===== src/rtl/sram_ctrl_pkg.sv =====
// Shared constants and helpers for the 1RW+1R SRAM request/response controller.
package sram_ctrl_pkg;

    localparam int unsigned DEF_ADDR_WIDTH = 10;
    localparam int unsigned DEF_NUM_BYTES  = 4;
    localparam int unsigned DEF_DATA_WIDTH = 8 * DEF_NUM_BYTES;
    localparam int unsigned RESP_DEPTH     = 2;
    localparam int unsigned OCC_WIDTH      = $clog2(RESP_DEPTH + 1);

    function automatic int unsigned data_width_of(input int unsigned num_bytes);
        return 8 * num_bytes;
    endfunction

    function automatic int unsigned depth_of(input int unsigned addr_width);
        return 1 << addr_width;
    endfunction

    // A new read may be issued only while at most one result is owed to the consumer.
    function automatic logic can_accept(input logic [OCC_WIDTH-1:0] occ, input logic inflight);
        return (occ + OCC_WIDTH'(inflight)) <= OCC_WIDTH'(RESP_DEPTH - 1);
    endfunction

endpackage


===== src/rtl/sram_rd_buf.sv =====
// Per-port read pipe: in-flight flag, 2-entry response FIFO with bypass, request ready.
module sram_rd_buf
    import sram_ctrl_pkg::*;
#(
    parameter int unsigned DATA_WIDTH = DEF_DATA_WIDTH
) (
    input  logic                  clk,
    input  logic                  rst_n,
    input  logic                  issue,
    input  logic [DATA_WIDTH-1:0] dout,
    output logic                  req_ready,
    output logic                  resp_valid,
    input  logic                  resp_ready,
    output logic [DATA_WIDTH-1:0] resp_rdata
);

    logic                  rst_n_q;
    logic                  inflight;
    logic                  head;
    logic                  tail;
    logic [OCC_WIDTH-1:0]  occ;
    logic [DATA_WIDTH-1:0] mem [RESP_DEPTH];
    logic                  empty;
    logic                  push;
    logic                  pop;

    assign empty = (occ == '0);
    // Macro data is captured unless it was bypassed straight to a ready consumer.
    assign push  = inflight & ~(empty & resp_ready);
    assign pop   = ~empty & resp_ready;

    assign req_ready  = rst_n_q & can_accept(occ, inflight);
    assign resp_valid = inflight | ~empty;
    assign resp_rdata = empty ? dout : mem[head];

    always_ff @(posedge clk) begin
        if (!rst_n) begin
            rst_n_q  <= 1'b0;
            inflight <= 1'b0;
            occ      <= '0;
            head     <= 1'b0;
            tail     <= 1'b0;
        end else begin
            rst_n_q  <= 1'b1;
            inflight <= issue;
            occ      <= occ + OCC_WIDTH'(push) - OCC_WIDTH'(pop);
            if (push) begin
                tail <= ~tail;
            end
            if (pop) begin
                head <= ~head;
            end
        end
    end

    always_ff @(posedge clk) begin
        if (push) begin
            mem[tail] <= dout;
        end
    end

endmodule


===== src/rtl/sram_1rw1r_ctrl.sv =====
// Valid/ready front end for a bank of byte-wide 1RW+1R macros: pin mapping and write/read collision guard.
module sram_1rw1r_ctrl
    import sram_ctrl_pkg::*;
#(
    parameter int unsigned ADDR_WIDTH = DEF_ADDR_WIDTH,
    parameter int unsigned NUM_BYTES  = DEF_NUM_BYTES,
    localparam int unsigned DATA_WIDTH = data_width_of(NUM_BYTES)
) (
    input  logic                  clk,
    input  logic                  rst_n,

    input  logic                  p0_req_valid,
    output logic                  p0_req_ready,
    input  logic                  p0_req_we,
    input  logic [NUM_BYTES-1:0]  p0_req_wmask,
    input  logic [ADDR_WIDTH-1:0] p0_req_addr,
    input  logic [DATA_WIDTH-1:0] p0_req_wdata,
    output logic                  p0_resp_valid,
    input  logic                  p0_resp_ready,
    output logic [DATA_WIDTH-1:0] p0_resp_rdata,

    input  logic                  p1_req_valid,
    output logic                  p1_req_ready,
    input  logic [ADDR_WIDTH-1:0] p1_req_addr,
    output logic                  p1_resp_valid,
    input  logic                  p1_resp_ready,
    output logic [DATA_WIDTH-1:0] p1_resp_rdata,

    output logic                  sram_csb0,
    output logic                  sram_web0,
    output logic [NUM_BYTES-1:0]  sram_wmask0,
    output logic [ADDR_WIDTH-1:0] sram_addr0,
    output logic [DATA_WIDTH-1:0] sram_din0,
    input  logic [DATA_WIDTH-1:0] sram_dout0,

    output logic                  sram_csb1,
    output logic [ADDR_WIDTH-1:0] sram_addr1,
    input  logic [DATA_WIDTH-1:0] sram_dout1
);

    logic p0_fire;
    logic p0_rd_issue;
    logic p1_fire;
    logic p1_buf_ready;
    logic collide;

    assign p0_fire     = p0_req_valid & p0_req_ready;
    assign p0_rd_issue = p0_fire & ~p0_req_we;

    // Port 0 wins a same-address write/read race; port 1 retries and sees the new data.
    assign collide      = p0_fire & p0_req_we & (p0_req_addr == p1_req_addr);
    assign p1_req_ready = p1_buf_ready & ~collide;
    assign p1_fire      = p1_req_valid & p1_req_ready;

    assign sram_csb0   = ~p0_fire;
    assign sram_web0   = ~(p0_fire & p0_req_we);
    assign sram_wmask0 = !p0_fire ? '0 : (p0_req_we ? p0_req_wmask : '1);
    assign sram_addr0  = p0_req_addr;
    assign sram_din0   = p0_req_wdata;

    assign sram_csb1  = ~p1_fire;
    assign sram_addr1 = p1_req_addr;

    sram_rd_buf #(
        .DATA_WIDTH (DATA_WIDTH)
    ) u_p0_buf (
        .clk        (clk),
        .rst_n      (rst_n),
        .issue      (p0_rd_issue),
        .dout       (sram_dout0),
        .req_ready  (p0_req_ready),
        .resp_valid (p0_resp_valid),
        .resp_ready (p0_resp_ready),
        .resp_rdata (p0_resp_rdata)
    );

    sram_rd_buf #(
        .DATA_WIDTH (DATA_WIDTH)
    ) u_p1_buf (
        .clk        (clk),
        .rst_n      (rst_n),
        .issue      (p1_fire),
        .dout       (sram_dout1),
        .req_ready  (p1_buf_ready),
        .resp_valid (p1_resp_valid),
        .resp_ready (p1_resp_ready),
        .resp_rdata (p1_resp_rdata)
    );

endmodule


===== config.mk =====
export PLATFORM = sky130hd
export DESIGN_NAME = sram_1rw1r_ctrl
export DESIGN_NICKNAME = d
export VERILOG_FILES = /design/src/rtl/sram_ctrl_pkg.sv /design/src/rtl/sram_rd_buf.sv /design/src/rtl/sram_1rw1r_ctrl.sv
export SDC_FILE = /design/constraint.sdc
export NUM_CORES = 1
export LEC_CHECK = 0
export CORE_MARGIN = 2
export CORE_UTILIZATION = 44
export DETAILED_ROUTE_END_ITERATION = 8
export MAX_ROUTING_LAYER = met4
export PLACE_DENSITY = 0.79
export RECOVER_POWER = 100
export SYNTH_ARGS = -nofsm -noshare
export SYNTH_HDL_FRONTEND = slang
export SYNTH_HIERARCHICAL = 1
export SYNTH_SLANG_ARGS = --single-unit
export TNS_END_PERCENT = 10

===== constraint.sdc =====
create_clock -name clk -period 3.45 [get_ports clk]
set_clock_uncertainty 0.15 [all_clocks]
set_input_delay 0.69 -clock clk [delete_from_list [all_inputs] [get_ports clk]]
set_output_delay 0.69 -clock clk [all_outputs]
set_load 0.1 [all_outputs]

==> out/metrics.json <==
{
  "worstPathCellList": {"value": "clkdlybuf4s50_1 -> xor2_1 -> nor4_1 -> a31o_2 -> clkbuf_4"},
  "post_cts_resized": {"value": 0},
  "route.layer.met1.wl": {"value": 5026, "unit": "um"},
  "cts_tree": {"value": "yes"},
  "yosysUniqueCellTypes": {"value": 26},
  "timing.hold.worst_endpoint": {"value": "u_p1_buf/tail"},
  "synth_flop_cell": {"value": "sky130_fd_sc_hd__edfxtp_1"},
  "clockBufferDepth": {"value": 2},
  "worst_pin_slew": {"value": 1.221, "unit": "ns"},
  "timing.critical_path.fanout_max": {"value": 3},
  "worst_setup_path_start_kind": {"value": "input port"},
  "clk-insertion-delay-late": {"value": 0.40, "unit": "ns"},
  "setup_repair_after_global_routing_missed_its_margin": {"value": "false"},
  "cts-htree-levels": {"value": 4},
  "initial_util": {"value": 44.69, "unit": "%"},
  "run_status": {"value": "complete, no violations"},
  "mapped_nets": {"value": 620},
  "place_worst_setup_slack": {"value": 0.3073, "unit": "ns"},
  "yosysSeqAreaShare": {"value": 63.98, "unit": "%"},
  "max_clock_freq": {"value": 307.5, "unit": "MHz"},
  "cp.buffers_inverters": {"value": 2},
  "design.core.area": {"value": 0.01442, "unit": "mm^2"},
  "initialDrtViolationCount": {"value": 238},
  "maxSlewHeadroom": {"value": 18.92, "unit": "%"},
  "cts_inserted_buffers": {"value": 17},
  "gr-total-overflow": {"value": 0},
  "final_net_count": {"value": 763},
  "post-synth-top-count-cell": {"value": "sky130_fd_sc_hd__edfxtp_1"},
  "die_area": {"value": 0.01564, "unit": "mm^2"},
  "yosys_warnings": {"value": 6},
  "synth_seq_cells": {"value": 142},
  "top_layer_used": {"value": "met4"},
  "drt_pass1_iterations": {"value": 4},
  "finalWorstPathRequiredPeriod": {"value": 3.252, "unit": "ns"},
  "r2r.worst_path.cells": {"value": 5},
  "antenna_found_initial": {"value": 1},
  "dp_hpwl": {"value": 9702, "unit": "um"},
  "stdcell_area": {"value": 0.008224, "unit": "mm^2"},
  "die_h": {"value": 125.0, "unit": "um"},
  "post_synthesis_area_per_instance": {"value": 13.18, "unit": "um^2"},
  "post_synth_instance_area": {"value": 0.006446, "unit": "mm^2"},
  "fill_cells": {"value": 1203},
  "layout-drive-gt1-share": {"value": 19.22, "unit": "%"},
  "r2r_start": {"value": "u_p0_buf/occ[1]"},
  "fp_rows": {"value": 44},
  "yosysTopAreaCell": {"value": "sky130_fd_sc_hd__edfxtp_1"},
  "timing.critical_path.required": {"value": 2.61, "unit": "ns"},
  "cts-hold-fix-buffers": {"value": 0},
  "avgViaCountPerCell": {"value": 4.840},
  "placedInstanceArea": {"value": 0.008043, "unit": "mm^2"},
  "setup_viol": {"value": 0},
  "dr_wl_met3": {"value": 787, "unit": "um"},
  "port_buffers": {"value": 189},
  "route.met2.wl": {"value": 7324, "unit": "um"},
  "number_of_global_route_vias_before_repair": {"value": 4102},
  "timing.final.crit_share": {"value": 94.26, "unit": "%"},
  "cp_data_arrival_time": {"value": 2.41, "unit": "ns"},
  "floorplan.die.width": {"value": 125.0, "unit": "um"},
  "holdCritStartpoint": {"value": "u_p1_buf/tail"},
  "design.portCount": {"value": 254},
  "finalSetupTns": {"value": 0, "unit": "ns"},
  "worstHoldPathCells": {"value": 2},
  "maximum_number_of_pins_on_one_net_before_global_route_repair": {"value": 66},
  "synth_top_cells_by_count": {"value": "sky130_fd_sc_hd__edfxtp_1 (128), sky130_fd_sc_hd__a21oi_1 (70), sky130_fd_sc_hd__nor2_1 (69), sky130_fd_sc_hd__mux2i_1 (66), sky130_fd_sc_hd__buf_4 (54)"},
  "grt_first_pass_wirelength": {"value": 20980, "unit": "um"},
  "synth_top_area_share": {"value": 59.63, "unit": "%"},
  "grt_util_all_layers": {"value": 17.45, "unit": "%"},
  "worst_path_dominant_cell_family": {"value": "buffers and inverters"},
  "clockRootBuffer": {"value": "sky130_fd_sc_hd__clkbuf_16"},
  "slew_viol_final": {"value": 0},
  "routed_wirelength_normalized_by_instance_count": {"value": 16.15, "unit": "um"},
  "cap_violations": {"value": 0},
  "clk_pin_slew_worst_paths": {"value": 0.06, "unit": "ns"},
  "hold_path.class": {"value": "flip-flop to flip-flop"},
  "totalWireLength": {"value": 13410, "unit": "um"},
  "synth_async_sr_flop_share": {"value": 0, "unit": "%"},
  "routabilityCongestion": {"value": 0.7715},
  "top_cells_by_area_synth": {"value": "sky130_fd_sc_hd__edfxtp_1 (60%), sky130_fd_sc_hd__mux2i_1 (10%), sky130_fd_sc_hd__buf_4 (6.3%)"},
  "cts_setup_buffers": {"value": 0},
  "detail_route.drc_violations": {"value": 0},
  "final_critical_path_setup_slack": {"value": 0.1980, "unit": "ns"},
  "via_count": {"value": 4017},
  "report.final.hold_viol_count": {"value": 0},
  "gate_count_of_the_mapped_netlist": {"value": 489},
  "flow.area_growth_from_synthesis": {"value": 27.58, "unit": "%"},
  "crit_type": {"value": "input port to output port"},
  "tritoncts_num_sinks": {"value": 142},
  "rr_endpoint": {"value": "u_p0_buf/mem[0][15]"},
  "worst_setup_path_end_kind": {"value": "output port"},
  "timing.critical_path.slowest_stage_cell": {"value": "sky130_fd_sc_hd__nor4_1"},
  "slowest_delay": {"value": 0.56, "unit": "ns"},
  "number_of_flops_mapped_to_enable_cells_by_yosys": {"value": 128},
  "final_antenna_net_count": {"value": 0},
  "ff2ff_setup_slack": {"value": 0.60, "unit": "ns"}
}
==> cell families (layout without fill, tap and decap cells) <==
| logic type | Yosys count | in the layout | synth area share, % |
|---|---|---|---|
| flip-flops | 142 | 142 | 63.98 |
| buffers and inverters | 87 | 243 | 9.957 |
| AO/OA/AOI/OAI | 79 | 79 | 6.425 |
| other | 0 | 1 | 0 |
| AND/OR/NAND/NOR | 95 | 95 | 6.444 |
| adder cells (fa/ha/maj) | 4 | 4 | 0.7764 |
| XOR/XNOR | 16 | 16 | 2.174 |
| multiplexers | 66 | 66 | 10.25 |
==> tightest hold or removal path, stage by stage, from the launching register on <==
cell	delay, ns
sky130_fd_sc_hd__dfxtp_1	0.32
sky130_fd_sc_hd__nand2_1	0.06
sky130_fd_sc_hd__mux2i_1	0.06
==> registers in the layout, summed over array words and instances (netlist names), 2 cells and up, named ones only <==
signal	count
u_p0_buf/occ	2
u_p1_buf/mem	64
u_p1_buf/occ	2
u_p0_buf/mem	64
==> per-stage QoR <==
| step | utilization, % | hold slack [ns] | cells |
|---|---|---|---|
| floorplan | - | 0.3014 | 489 |
| global placement | 55.76 | 0.3187 | 797 |
| detailed placement | 55.76 | 0.3337 | 797 |
| CTS | 59.58 | 0.3418 | 829 |
| global route | 57.02 | 0.3928 | 830 |
| finish | 57.02 | 0.3414 | 830 |
==> placed cells by master (no fill, tap or decap), types with 10 or more instances in the layout <==
cell type                           n
sky130_fd_sc_hd__mux2i_1           66
sky130_fd_sc_hd__nor2_1            65
sky130_fd_sc_hd__inv_1             13
sky130_fd_sc_hd__edfxtp_1         128
sky130_fd_sc_hd__clkbuf_2          61
sky130_fd_sc_hd__dfxtp_1           12
sky130_fd_sc_hd__clkbuf_16         17
sky130_fd_sc_hd__a21oi_1           70
sky130_fd_sc_hd__xor2_1            10
sky130_fd_sc_hd__clkdlybuf4s50_1   27
sky130_fd_sc_hd__clkbuf_1          24
sky130_fd_sc_hd__buf_4             10
sky130_fd_sc_hd__dlygate4sd3_1     67
==> routing by layer <==
metal / GRT usage [%] / vias to the layer above
met5: - / -
met4: 8.366 / 0
met3: 4.022 / 23
met2: 31.36 / 155
met1: 17.94 / 1851
li1: - / 1988
==> area by class of cell <==
class,instances,area (um^2),area share [%]
multi-input combinational,260,1698,20.65
antenna,1,2.502,0.03043
clock buffer,18,429.2,5.218
tap,184,230.2,2.799
inverter,13,48.80,0.5933
clock inverter,14,121.4,1.476
sequential,142,4126,50.17
timing repair buffer,198,1568,19.06
==> worst max-delay path by stage <==
stage                endpoint  slack (ns)  cells after the start       startpoint
finish              sram_csb1        0.20                      5   p1_req_addr[8]
global route        sram_csb1        0.11                      5   p1_req_addr[8]
CTS                 sram_csb1        0.28                      5   p1_req_addr[8]
detailed placement  sram_csb1        0.31                      5   p1_req_addr[8]
global placement    sram_csb1        0.35                      5   p1_req_addr[8]
floorplan           sram_csb1        0.13                      5  u_p0_buf/occ[1]
Power is left out: the tool's default activity adds up to more than one toggle a clock period on the data nets, which glitch-free logic cannot reach.
